===== src/rtl/player_bullet.sv =====
// Player laser: single bullet launched from the sprite top-centre, frame-latched outputs.
// Optional build macro PLAYER_BULLET_AUTOFIRE_EN: launch on fire level instead of edge.
module player_bullet #(
  parameter int BULLET_STEP         = 4,
  parameter int BULLET_W            = 2,
  parameter int BULLET_H            = 8,
  parameter int SPRITE_WIDTH_SCALED = 32,
  parameter int TOP_Y               = 16,
  parameter int COOLDOWN_FRAMES     = 8
) (
  input  logic       clk,
  input  logic       rst,
  input  logic       clk_move,
  input  logic       frame,
  input  logic       fire,
  input  logic [9:0] player_x,
  input  logic [9:0] player_y,
  input  logic       hit,
  output logic [9:0] bullet_x,
  output logic [9:0] bullet_y,
  output logic       bullet_active,
  output logic       shot_fired,
  output logic       fire_ready
);

  localparam logic [9:0] X_OFF      = 10'((SPRITE_WIDTH_SCALED - BULLET_W) / 2);
  localparam logic [9:0] H_PX       = 10'(BULLET_H);
  localparam logic [9:0] STEP_PX    = 10'(BULLET_STEP);
  localparam logic [9:0] LAUNCH_MIN = 10'(TOP_Y + BULLET_H);
  localparam logic [9:0] RETIRE_LIM = 10'(TOP_Y + BULLET_STEP);
  localparam logic [5:0] CD_INIT    = 6'(COOLDOWN_FRAMES);

  typedef enum logic [1:0] {
    READY,
    FLYING,
    COOLDOWN
  } state_t;

  state_t     state;
  logic [9:0] x_temp;
  logic [9:0] y_temp;
  logic [5:0] cd_cnt;
  logic       fire_trig;
  logic       launch;

`ifdef PLAYER_BULLET_AUTOFIRE_EN
  assign fire_trig = fire;
`else
  logic fire_prev;
  assign fire_trig = fire & ~fire_prev;
`endif

  assign launch     = (state == READY) && fire_trig
                      && (player_y >= LAUNCH_MIN);
  assign fire_ready = (state == READY);

  always_ff @(posedge clk or negedge rst) begin
    if (!rst) begin
      state         <= READY;
      x_temp        <= '0;
      y_temp        <= '0;
      cd_cnt        <= '0;
      bullet_x      <= '0;
      bullet_y      <= '0;
      bullet_active <= 1'b0;
      shot_fired    <= 1'b0;
`ifndef PLAYER_BULLET_AUTOFIRE_EN
      fire_prev     <= 1'b1;
`endif
    end else begin
      shot_fired <= launch;
`ifndef PLAYER_BULLET_AUTOFIRE_EN
      fire_prev  <= fire;
`endif
      // latch sees pre-update working values
      if (frame) begin
        bullet_x      <= x_temp;
        bullet_y      <= y_temp;
        bullet_active <= (state == FLYING);
      end
      unique case (state)
        READY: begin
          if (launch) begin
            x_temp <= player_x + X_OFF;
            y_temp <= player_y - H_PX;
            state  <= FLYING;
          end
        end
        FLYING: begin
          if (hit) begin
            state  <= COOLDOWN;
            cd_cnt <= CD_INIT;
          end else if (clk_move) begin
            if (y_temp < RETIRE_LIM) begin
              state  <= COOLDOWN;
              cd_cnt <= CD_INIT;
            end else begin
              y_temp <= y_temp - STEP_PX;
            end
          end
        end
        COOLDOWN: begin
          if (cd_cnt == 6'd0) state <= READY;
          else if (frame)     cd_cnt <= cd_cnt - 6'd1;
        end
        default: state <= READY;
      endcase
    end
  end

endmodule


===== config.mk =====
export PLATFORM = sky130hd
export DESIGN_NAME = player_bullet
export DESIGN_NICKNAME = d
export VERILOG_FILES = /design/src/rtl/player_bullet.sv
export SDC_FILE = /design/constraint.sdc
export NUM_CORES = 1
export LEC_CHECK = 0
export CELL_PAD_IN_SITES_DETAIL_PLACEMENT = 0
export CELL_PAD_IN_SITES_GLOBAL_PLACEMENT = 1
export CORE_MARGIN = 8
export CORE_UTILIZATION = 43
export CTS_CLUSTER_SIZE = 14
export DETAILED_ROUTE_END_ITERATION = 7
export HOLD_SLACK_MARGIN = 0.1
export PLACE_DENSITY_LB_ADDON = 0.1
export SLEW_MARGIN = 10
export SYNTH_ARGS = -nofsm -noshare
export SYNTH_HDL_FRONTEND = slang
export SYNTH_SLANG_ARGS = --single-unit

===== constraint.sdc =====
create_clock -name clk -period 3.07 [get_ports clk]
set_clock_uncertainty 0.1 [all_clocks]
set_input_delay 0.307 -clock clk [delete_from_list [all_inputs] [get_ports clk]]
set_output_delay 0.307 -clock clk [all_outputs]
set_load 0.02 [all_outputs]

==> results of run 1 <==
placed cells by master, fill, tap and decap left out, types with 2 or more instances in the layout:
cell type        instances
nor4_1                   4
mux2_2                  22
nor2_1                  26
nand2b_1                 5
o22ai_1                  4
clkdlybuf4s50_1         47
nor3_1                   3
mux2_1                   3
nor3b_1                  4
nor2b_1                  4
nand2_1                  9
nand3_1                  2
o21ai_0                  7
buf_4                    4
clkbuf_8                 6
xor2_1                   5
xnor2_1                 11
inv_1                    9
o21ai_1                  2
o22a_1                   2
a21oi_1                 17
dfrtp_1                 50
a21o_1                   2
ha_1                     5
a41oi_1                  2
routing by layer:
metal,up-vias,routed length (um)
li1,908,-
met1,857,2400
met2,36,2490
met3,13,253
met4,0,160
met5,-,0
synthesized netlist by cell type (all sizes together):
master,number
nand3,2
and3,1
o22a,2
xor2,5
a31oi,1
nor4,5
a41oi,2
buf,4
clkbuf,3
o211a,1
a22oi,1
o22ai,4
o211ai,1
nor3,4
mux2,25
or4b,1
or3,1
a2bb2oi,2
nand2b,5
ha,5
xnor2,11
o31a,1
dfstp,1
o21ai,10
nor2b,4
a21oi,19
dfrtp,50
inv,9
a21o,3
nor3b,4
a211oi,1
or4,1
nand2,9
nand4,1
nor2,26
mux2i,1
worst paths after layout:
| check | start | to | slack [ns] | depth (start not counted) |
|---|---|---|---|---|
| max | state[1]$_DFFE_PN0P_ | y_temp[4]$_DFFE_PN0P_ | 1.06 | 5 |
| min | fire | fire_prev$_DFF_PN1_ | 0.33 | 1 |
| max reg2reg | state[1]$_DFFE_PN0P_ | y_temp[4]$_DFFE_PN0P_ | 1.06 | 5 |
| min reg2reg | y_temp[1]$_DFFE_PN0P_ | y_temp[1]$_DFFE_PN0P_ | 0.40 | 1 |
| max in group asynchronous | rst | y_temp[6]$_DFFE_PN0P_ | 1.70 | 3 |
| min in group asynchronous | rst | bullet_y[7]$_DFFE_PN0P_ | 0.40 | 2 |
logic make-up after synthesis:
family / synth area share [%]
xor gates and xnor gates: 5.56
DFF: 50.7
AOI/OAI and AO/OA: 13.7
buffers and inverters: 2.83
muxes: 11.6
adders and majority gates: 2.48
and+or+nand+nor: 13.1
registers in the layout (all words and copies together), names as in the netlist:
signal         flops
shot_fired         1
state              2
cd_cnt             6
x_temp            10
fire_prev          1
bullet_active      1
bullet_x          10
y_temp            10
bullet_y          10
through the flow:
stage                     std cells  area, um^2  hold slack, ns
after floorplan                 226        2520         -0.0886
after global placement          346        3080           0.200
after detailed placement        346        3080           0.201
after CTS                       355        3190           0.313
after global routing            355        3190           0.316
final                           355        3190           0.329
layout make-up:
class	instances	share of cell area, %
clock inverter	2	0.432
inverter	9	1.06
multi-input combinational	159	36.7
tap	75	2.94
clock buffer	6	2.59
sequential	51	40.1
timing repair buffer	53	16.2
power by group through the flow:
stage / Sequential (uW) / Clock (uW) / Combinational, uW
6_report: 1200 / 410 / 1240
5_1_grt: 1250 / 455 / 1370
4_1_cts: 1210 / 431 / 1260
3_5_place_dp: 1220 / 0 / 1250
3_3_place_gp: 1220 / 0 / 1240
2_1_floorplan: 1340 / 0 / 619
critical path, stage by stage (launching register included):
cell and delay (ns):
dfrtp_1 0.42, or4b_4 0.56, a21oi_4 0.38, a21oi_2 0.16, o21ai_0 0.17, o21ai_0 0.09
timing repair:
| item | CTS | global route |
|---|---|---|
| hold buffers | 1 | 0 |
| gates resized for setup | 0 | 0 |
| setup buffers | 0 | 0 |
| endpoints found under the hold margin | 19 | 0 |
| setup endpoints to repair | 0 | 0 |
==> metrics.md, run 1 <==
| Metric | Value |
|---|---|
| CP required | approximately 3.1 ns |
| Clk pwr share | 14.4% |
| Final Hold Fails | 0 |
| Largest net degree at the start of global routing | 32 |
| Gpl congestion | 0.780 |
| Slew @ Worst Pin | approximately 0.76 ns |
| Clock transition at path regs | around 0.090 ns |
| H-tree Lvls | 2 |
| Overall Power | approximately 2800 uW |
| Placement Setup Slack | approximately 0.74 ns |
| Die Width | around 93 um |
| Worst vdd ir | 0.000423 V |
| Starting DRT DRC Count | 47 |
| CTS tree | built |
| Worst-skew pair later-pin latency | around 0.31 ns |
| Core Region | ~0.0058 mm^2 |
| Min-delay worst type | primary input to register |
| Reg power frac | 42.1% |
| Drt wl/cell | approximately 15 um |
| Final setup margin | 1.06 ns |
| Gr ovfl total | 0 |
| Final Cycle Share | about 65% |
| Synthesized area | 0.00252 mm^2 |
| Initial antenna violation count | 0 |
| Max cap viols | 0 |
| Synth unique cells | 47 |
| Final setup vio count | 0 |
| Met3 usage | about 3.6% |
| IO Port Bufs | 48 |
| # rows | 28 |
| Root Driver | clkbuf_8 |
| Gate Count Post-Synth | roughly 230 |
| Final setup TNS | 0 ns |
| Register area share after synthesis | between 50% and 60% |
| Sw Pwr | 1050 uW |
| Internal Power | around 1800 uW |
| Top-Level Pins | between 40 and 50 |
| Vias in the first global route | 1933 |
| Post-DR vias/cell | 5.11 |
| Critical Path AT | roughly 2.1 ns |
| Max Clk Rate | between 400 and 500 MHz |
| Final nets | slightly above 300 |
| Share of the synthesized area in the top cell type | around half |
| Vert. Die Dim | 92.5 um |
| Clock sink total | 51 |
| Detailed-route via count | about 1800 |
| Post-synth top area cell | dfrtp_1 |
| Fillers | between 500 and 600 |
| Post-route core utilization | roughly 55% |
| Area of the multi-input gates | approximately 0.0012 mm^2 |
| Diodes inserted | 0 |
| Detailed Place HPWL | roughly 4.0 mm |
| CP startpoint kind | register |
| DRT Pass-1 Iters | 4 |
| Tot GR Track Use | a little over an eighth |
| Detailed Route WL | 5.30 mm |
| Relative slew slack | 48.7% |
| GRT Max-Usage Layer | met2 |
| Final min period | approximately 2.0 ns |
| Worst Setup End Kind | register |
| Combinational power share | about 44% |
| RSZ-0062 raised after global routing | false |
| Mean Syn Cell Area | between 10 and 15 um^2 |
| Sw frac | between 30 and 40% |
| Residual DRC count | 0 |
| Synth top area cells | dfrtp_1, mux2_2, nor2_1 |
| Pleak | approximately 0.0013 uW |
| Cts bufs inserted | 5 |
| Antenna-violating nets left | 0 |
| Total nets after synthesis | roughly 260 |
| Initial core utilization | between 40% and 50% |
| Layout cells sized above 1 | between 15 and 20% |
| Total die area | about 0.0086 mm^2 |
| Max Buffers Root-to-Sink | 2 |
| Register area | ~0.0013 mm^2 |
| Outcome | finished, final reports clean |
| First-pass GRT wire length | ~9.2 mm |
| Met2 usage | roughly a fifth |
| Largest fanout on the critical path | 12 |
| YS warnings | 0 |
| Layout Area Growth over Synthesis | 26.5% |
| Slew Limit Fails | 0 |
| Grt met1 use | between 10% and 20% |
| FF+latch count, synth | 51 |
| P per Cell Area | 893 mW/mm^2 |
| Crit Path Category | register to register |
Note: power is estimated with default switching activity, not from simulation.
==> inputs of run 2 (changes only) <==
--- a/config.mk
+++ b/config.mk
@@ -8,7 +8,7 @@
 export CELL_PAD_IN_SITES_DETAIL_PLACEMENT = 0
 export CELL_PAD_IN_SITES_GLOBAL_PLACEMENT = 1
 export CORE_MARGIN = 8
-export CORE_UTILIZATION = 43
+export CORE_UTILIZATION = 40
 export CTS_CLUSTER_SIZE = 14
 export DETAILED_ROUTE_END_ITERATION = 7
 export HOLD_SLACK_MARGIN = 0.1
==> constraint.sdc (replaced) <==
create_clock -name clk -period 1.95 [get_ports clk]
set_clock_uncertainty 0.1 [all_clocks]
set_input_delay 0.195 -clock clk [delete_from_list [all_inputs] [get_ports clk]]
set_output_delay 0.195 -clock clk [all_outputs]
set_load 0.02 [all_outputs]
==> run 2 against run 1 <==
Final cell count grew 6.8%. Total power grew 63%. Sequential cell count is the same. Sequential power grew 56%. Die area grew 6.2%. Combinational power grew 73%. Maximum frequency grew 9.5%. Critical path type unchanged.
==> metrics.md, run 2 (synthesized netlist as in run 1, its figures left out) <==
| Metric | Value |
|---|---|
| Outcome | finished, final reports clean |
| Cts bufs inserted | 5 |
| Total die area | slightly above 0.009 mm^2 |
| Area of the multi-input gates | 0.00117 mm^2 |
| Antenna-violating nets left | 0 |
| Final Cycle Share | a little over nine tenths |
| Die Width | around 95 um |
| Reg power frac | roughly 40% |
| Max Buffers Root-to-Sink | 2 |
| Detailed-route via count | 1901 |
| Final nets | around 330 |
| Final setup vio count | 0 |
| Clock sink total | 51 |
| Root Driver | clkbuf_8 |
| Post-DR vias/cell | approximately 5 |
| Largest fanout on the critical path | 9 |
| Crit path capture | y_temp[0]$_DFFE_PN0P_ |
| Gpl congestion | approximately 0.84 |
| Gr ovfl total | 0 |
| Reg-to-Reg End | y_temp[0]$_DFFE_PN0P_ |
| # rows | 29 |
| Layout cells sized above 1 | approximately 23% |
| Clock transition at path regs | 0.09 ns |
| Max cap viols | 0 |
| Post-CTS Setup Bufs | 0 |
| Tot GR Track Use | a little over an eighth |
| CTS-repair resized insts | 0 |
| Post-Layout Cell Count | 379 |
| Placed cells | 370 |
| Layout Area Growth over Synthesis | 34.3% |
| DRT Pass-1 Iters | 4 |
| Slew Limit Fails | 0 |
| Crit-path cells | or4b_4, a21oi_4, buf_12, mux2_2 |
| First-pass GRT wire length | 9.34 mm |
| Combinational power share | around 46% |
| CP required | roughly 2 ns |
| Worst reg2reg setup slack | 0.12 ns |
| Detailed Route WL | between 5 and 6 mm |
| RSZ-0062 raised after global routing | false |
| Crit Path Category | register to register |
| Worst Setup End Kind | register |
| Residual DRC count | 0 |
| Starting DRT DRC Count | 31 |
| Clk pwr share | 13.4% |
| Final Hold Fails | 0 |
| Delay of the slowest critical-path stage | 0.55 ns |
| Initial core utilization | 40.6% |
| Pleak | between 0.001 and 0.0015 uW |
| Critical Path AT | roughly 1.9 ns |
| Sw Pwr | between 1500 and 2000 uW |
| Worst vdd ir | 0.000626 V |
| Final min period | between 1.5 and 2 ns |
| # hold bufs at CTS | 1 |
| Detailed Place HPWL | about 4.3 mm |
| Crit path from | state[1]$_DFFE_PN0P_ |
| Top-Level Pins | slightly below 50 |
| Worst flop-to-flop path startpoint | state[1]$_DFFE_PN0P_ |
| Sw frac | a little under two fifths |
| CTS tree | built |
| Fillers | ~570 |
| Min-delay worst type | primary input to register |
| IO Port Bufs | 48 |
| Core Region | just over 0.006 mm^2 |
| Commonest non-fill, non-tap cells in the layout | dfrtp_1, clkdlybuf4s50_1, nor2_1 |
| Vert. Die Dim | about 95 um |
| Drt wl/cell | 14.6 um |
| Initial antenna violation count | 0 |
| Relative slew slack | 64.9% |
| Max Clk Rate | around 550 MHz |
| Post-route core utilization | between 50% and 60% |
| Most common cell after layout, fill and taps aside | dfrtp_1 |
| Internal Power | ~2900 uW |
| H-tree Lvls | 2 |
| Diodes inserted | 0 |
| Largest net degree at the start of global routing | 24 |
| CP startpoint kind | register |
| P per Cell Area | about 1400 mW/mm^2 |
| Slew @ Worst Pin | 0.527 ns |
| Vias in the first global route | 1909 |
| R2R depth | 4 |
| Register area | ~0.0013 mm^2 |
| Crit-path slowest cell | or4b_4 |
| Worst-skew pair later-pin latency | approximately 0.31 ns |
==> run 2: how the worst min path moves through the flow <==
stage	depth (start not counted)	from	to
after CTS	1	fire	fire_prev$_DFF_PN1_
after global routing	1	fire	fire_prev$_DFF_PN1_
final	1	fire	fire_prev$_DFF_PN1_
after detailed placement	1	rst	bullet_y[7]$_DFFE_PN0P_
after floorplan	0	rst	bullet_active$_DFFE_PN0P_
after global placement	1	rst	bullet_y[7]$_DFFE_PN0P_
==> run 2: critical path: cells and delay by family (launching register included) <==
kind	cells	cell delay, ns
AO/OA/AOI/OAI	1	0.17
buffers and inverters	1	0.15
flip-flops	1	0.42
multiplexers	1	0.33
AND/OR/NAND/NOR	1	0.55
==> run 2: stage by stage <==
| stage | power, uW | area (um^2) | hold WS, ns | worst slack, ns | TNS (ns) |
|---|---|---|---|---|---|
| after floorplan | 3080 | 2520 | -0.201 | 0.136 | 0 |
| after global placement | 4040 | 3290 | 0.0947 | -0.0611 | -0.449 |
| after detailed placement | 4060 | 3290 | 0.0924 | -0.0789 | -0.688 |
| after CTS | 4700 | 3380 | 0.195 | 0.0998 | 0 |
| after global routing | 4980 | 3380 | 0.190 | 0.0102 | 0 |
| final | 4640 | 3380 | 0.206 | 0.118 | 0 |
==> run 2: cell type report <==
type | count | area share, %
Clock buffer | 5 | 2.03
Clock inverter | 3 | 0.555
Inverter | 9 | 0.999
Multi-Input combinational cell | 159 | 34.6
Sequential cell | 51 | 37.8
Tap cell | 77 | 2.85
Timing Repair Buffer | 75 | 21.2
==> run 2: per-layer routing <==
metal / vias to the layer above / GRT usage, % / part of all wire, %
met1: 908 / 17.2 / 47
li1: 953 / - / -
met3: 6 / 4.65 / 6.2
met4: 0 / 3.25 / 0.79
met2: 34 / 20.1 / 46
met5: - / 0 / 0
==> run 2: power groups by stage <==
stage                     clock network [uW]  logic, uW  registers [uW]
final                                    621       2150            1870
after global routing                     688       2350            1950
after CTS                                647       2180            1880
after detailed placement                   0       2170            1890
after global placement                     0       2150            1890
after floorplan                            0        975            2110
==> inputs of run 3 (changes only) <==
--- a/config.mk
+++ b/config.mk
@@ -8,7 +8,7 @@
 export CELL_PAD_IN_SITES_DETAIL_PLACEMENT = 0
 export CELL_PAD_IN_SITES_GLOBAL_PLACEMENT = 1
 export CORE_MARGIN = 8
-export CORE_UTILIZATION = 40
+export CORE_UTILIZATION = 43
 export CTS_CLUSTER_SIZE = 14
 export DETAILED_ROUTE_END_ITERATION = 7
 export HOLD_SLACK_MARGIN = 0.1
==> constraint.sdc (replaced) <==
create_clock -name clk -period 2.3 [get_ports clk]
set_clock_uncertainty 0.1 [all_clocks]
set_input_delay 0.23 -clock clk [delete_from_list [all_inputs] [get_ports clk]]
set_output_delay 0.23 -clock clk [all_outputs]
set_load 0.02 [all_outputs]
==> run 3 against run 2 <==
Sequential cell count stayed put. Total power is 16% lower. Worst setup slack better by 0.27 ns. Final cell count is 5.5% lower. Critical path depth is 3 higher. Maximum frequency is 4.1% lower. Routed wire length is 5.6% lower. Utilization is 1.6 points higher. Count of clock-buffer cells in the layout is 2 higher. First-iteration DRC count is 90% higher. Sequential share of layout area is 1.6 points higher. Worst hold slack better by 0.050 ns. Critical path type unchanged. Critical endpoint is now y_temp[4]$_DFFE_PN0P_. Largest power group unchanged.
==> metrics.md, run 3 (synthesized netlist as in run 1, its figures left out) <==
| Metric | Value |
|---|---|
| Final nets | 313 |
| Sw Pwr | approximately 1400 uW |
| Largest fanout on the critical path | 8 |
| Gr ovfl total | 0 |
| Die Width | 92.5 um |
| Starting DRT DRC Count | 59 |
| Final setup vio count | 0 |
| Pleak | between 0.001 and 0.0015 uW |
| Max cap viols | 0 |
| Worst Setup End Kind | register |
| Drt wl/cell | approximately 15 um |
| Slew Limit Fails | 0 |
| Initial core utilization | 43.6% |
| Residual DRC count | 0 |
| Final setup TNS | 0 ns |
| Vert. Die Dim | ~93 um |
| Final min period | 1.91 ns |
| Root Driver | clkbuf_8 |
| Max Buffers Root-to-Sink | 2 |
| Cts bufs inserted | 5 |
| First-pass GRT wire length | about 8.8 mm |
| Min-delay src | fire |
| CTS tree | built |
| Area of the multi-input gates | 0.00117 mm^2 |
| Largest net degree at the start of global routing | 32 |
| Met3 routed WL | between 200 and 300 um |
| Final Hold Fails | 0 |
| Commonest non-fill, non-tap cells in the layout | dfrtp_1, clkdlybuf4s50_1, nor2_1 |
| Relative slew slack | about three fifths |
| Gpl congestion | between 0.7 and 0.8 |
| Critical Path AT | ~2 ns |
| Min-delay worst type | primary input to register |
| Max Clk Rate | around 520 MHz |
| CP required | around 2.4 ns |
| RSZ-0062 raised after global routing | false |
| Delay of the slowest critical-path stage | 0.38 ns |
| Slew @ Worst Pin | between 0.5 and 0.6 ns |
| Uppermost routed layer | met4 |
| Worst hold path depth | 1 |
| Met2 Routed Length | between 2 and 3 mm |
| Worst reg2reg setup slack | roughly 0.39 ns |
| DRT Pass-1 Iters | 4 |
| R2R depth | 7 |
| Worst flop-to-flop path startpoint | y_temp[2]$_DFFE_PN0P_ |
| CP startpoint kind | register |
| Total die area | between 0.008 and 0.009 mm^2 |
| Fillers | approximately 520 |
| H-tree Lvls | 2 |
| Sw frac | between 30 and 40% |
| Post-CTS Setup Bufs | 0 |
| Diodes inserted | 0 |
| Detailed-route via count | ~1900 |
| Core Region | between 0.005 and 0.006 mm^2 |
| Top-Level Pins | 49 |
| Final setup margin | 0.389 ns |
| Worst-skew pair later-pin latency | roughly 0.30 ns |
| P per Cell Area | between 1000 and 1500 mW/mm^2 |
| Reg power frac | 41.4% |
| Post-DR vias/cell | between 5 and 6 |
| Crit Path Category | register to register |
| Final Cycle Share | between 80% and 90% |
| Layout cells sized above 1 | between 10% and 20% |
| Hold endpoint | fire_prev$_DFF_PN1_ |
| Layout Area Growth over Synthesis | 28.8% |
| Detailed Place HPWL | 3.94 mm |
| Reg-to-Reg End | y_temp[4]$_DFFE_PN0P_ |
| Tot GR Track Use | between 10% and 20% |
| Register area | 0.00128 mm^2 |
| Combinational power share | between 40% and 50% |
| Worst vdd ir | roughly 0.00055 V |
| Outcome | finished, final reports clean |
| # rows | 28 |
| Crit-path cells | inv_1, ha_1, nand2b_1, a31oi_4, nand2_1, o22a_1, o21ai_0 |
| Overall Power | 3900 uW |
| Most common cell after layout, fill and taps aside | dfrtp_1 |
| Clk pwr share | between 10% and 20% |
| Placement Setup Slack | 0.159 ns |
| Clock transition at path regs | roughly 0.090 ns |
| Antenna-violating nets left | 0 |
| Internal Power | ~2500 uW |
| Post-Route M1 WL | about 2.4 mm |
| Initial antenna violation count | 0 |
| Clock sink total | 51 |
| IO Port Bufs | between 40 and 50 |
| Crit-path slowest cell | dfrtp_1 |
| Vias in the first global route | approximately 1800 |
| Detailed Route WL | between 5 and 6 mm |
## run 3: changes by cell type in the layout (fill, tap and decap cells not counted)
cell and change:
inv_6 -1, bufinv_16 +1, clkinv_2 -2, buf_12 -1, clkbuf_1 +2, buf_4 -18
## run 3: power groups by stage
stage	Combinational [uW]	Sequential [uW]	Clock (uW)
5_1_grt	1830	1680	668
4_1_cts	1700	1620	627
6_report	1680	1610	607
3_3_place_gp	1670	1630	0
2_1_floorplan	826	1790	0
3_5_place_dp	1690	1640	0
## run 3: layer usage
| metal | vias to the layer above | GRT usage (%) |
|---|---|---|
| met3 | 6 | 4.77 |
| met2 | 40 | 20.6 |
| met5 | - | 0 |
| met4 | 0 | 3.89 |
| li1 | 912 | - |
| met1 | 898 | 15.6 |
## run 3: metrics by stage
step | hold WS (ns) | cells | instance area (um^2) | utilization [%]
3_5_place_dp | 0.123 | 349 | 3130 | 54.1
6_report | 0.255 | 358 | 3240 | 56.1
5_1_grt | 0.233 | 358 | 3240 | 56.1
3_3_place_gp | 0.119 | 349 | 3130 | 54.1
2_1_floorplan | -0.166 | 226 | 2520 | -
4_1_cts | 0.249 | 358 | 3240 | 56.1
## run 3: timing repair
item | 4_1_cts | 5_1_grt
hold buffers | 1 | 0
endpoints found under the hold margin | 20 | 0
gates resized for setup | 0 | 0
## run 3: area by class of cell
class,count,share of cell area [%]
clock buffers,7,2.35
multi-input cells,159,36.1
repair buffers,56,17.4
well taps,75,2.89
flip-flops and latches,51,39.4
inverters,9,1.04
clock inverters,1,0.926
## run 3: worst max-delay path: cells and delay by family (launching register included)
kind                     cells  cell delay [ns]
AO/OA/AOI/OAI                3             0.65
AND/OR/NAND/NOR              2             0.39
flip-flops                   1             0.38
adder cells (fa/ha/maj)      1             0.23
buffers and inverters        1             0.09
## run 3: how the worst max path moves through the flow
stage	startpoint	endpoint	slack [ns]	depth (start not counted)
6_report	y_temp[2]$_DFFE_PN0P_	y_temp[4]$_DFFE_PN0P_	0.39	7
5_1_grt	y_temp[2]$_DFFE_PN0P_	y_temp[4]$_DFFE_PN0P_	0.19	7
4_1_cts	state[1]$_DFFE_PN0P_	x_temp[0]$_DFFE_PN0P_	0.38	4
3_5_place_dp	fire	x_temp[4]$_DFFE_PN0P_	0.16	5
3_3_place_gp	fire	y_temp[0]$_DFFE_PN0P_	0.18	5
2_1_floorplan	state[1]$_DFFE_PN0P_	x_temp[0]$_DFFE_PN0P_	0.49	4
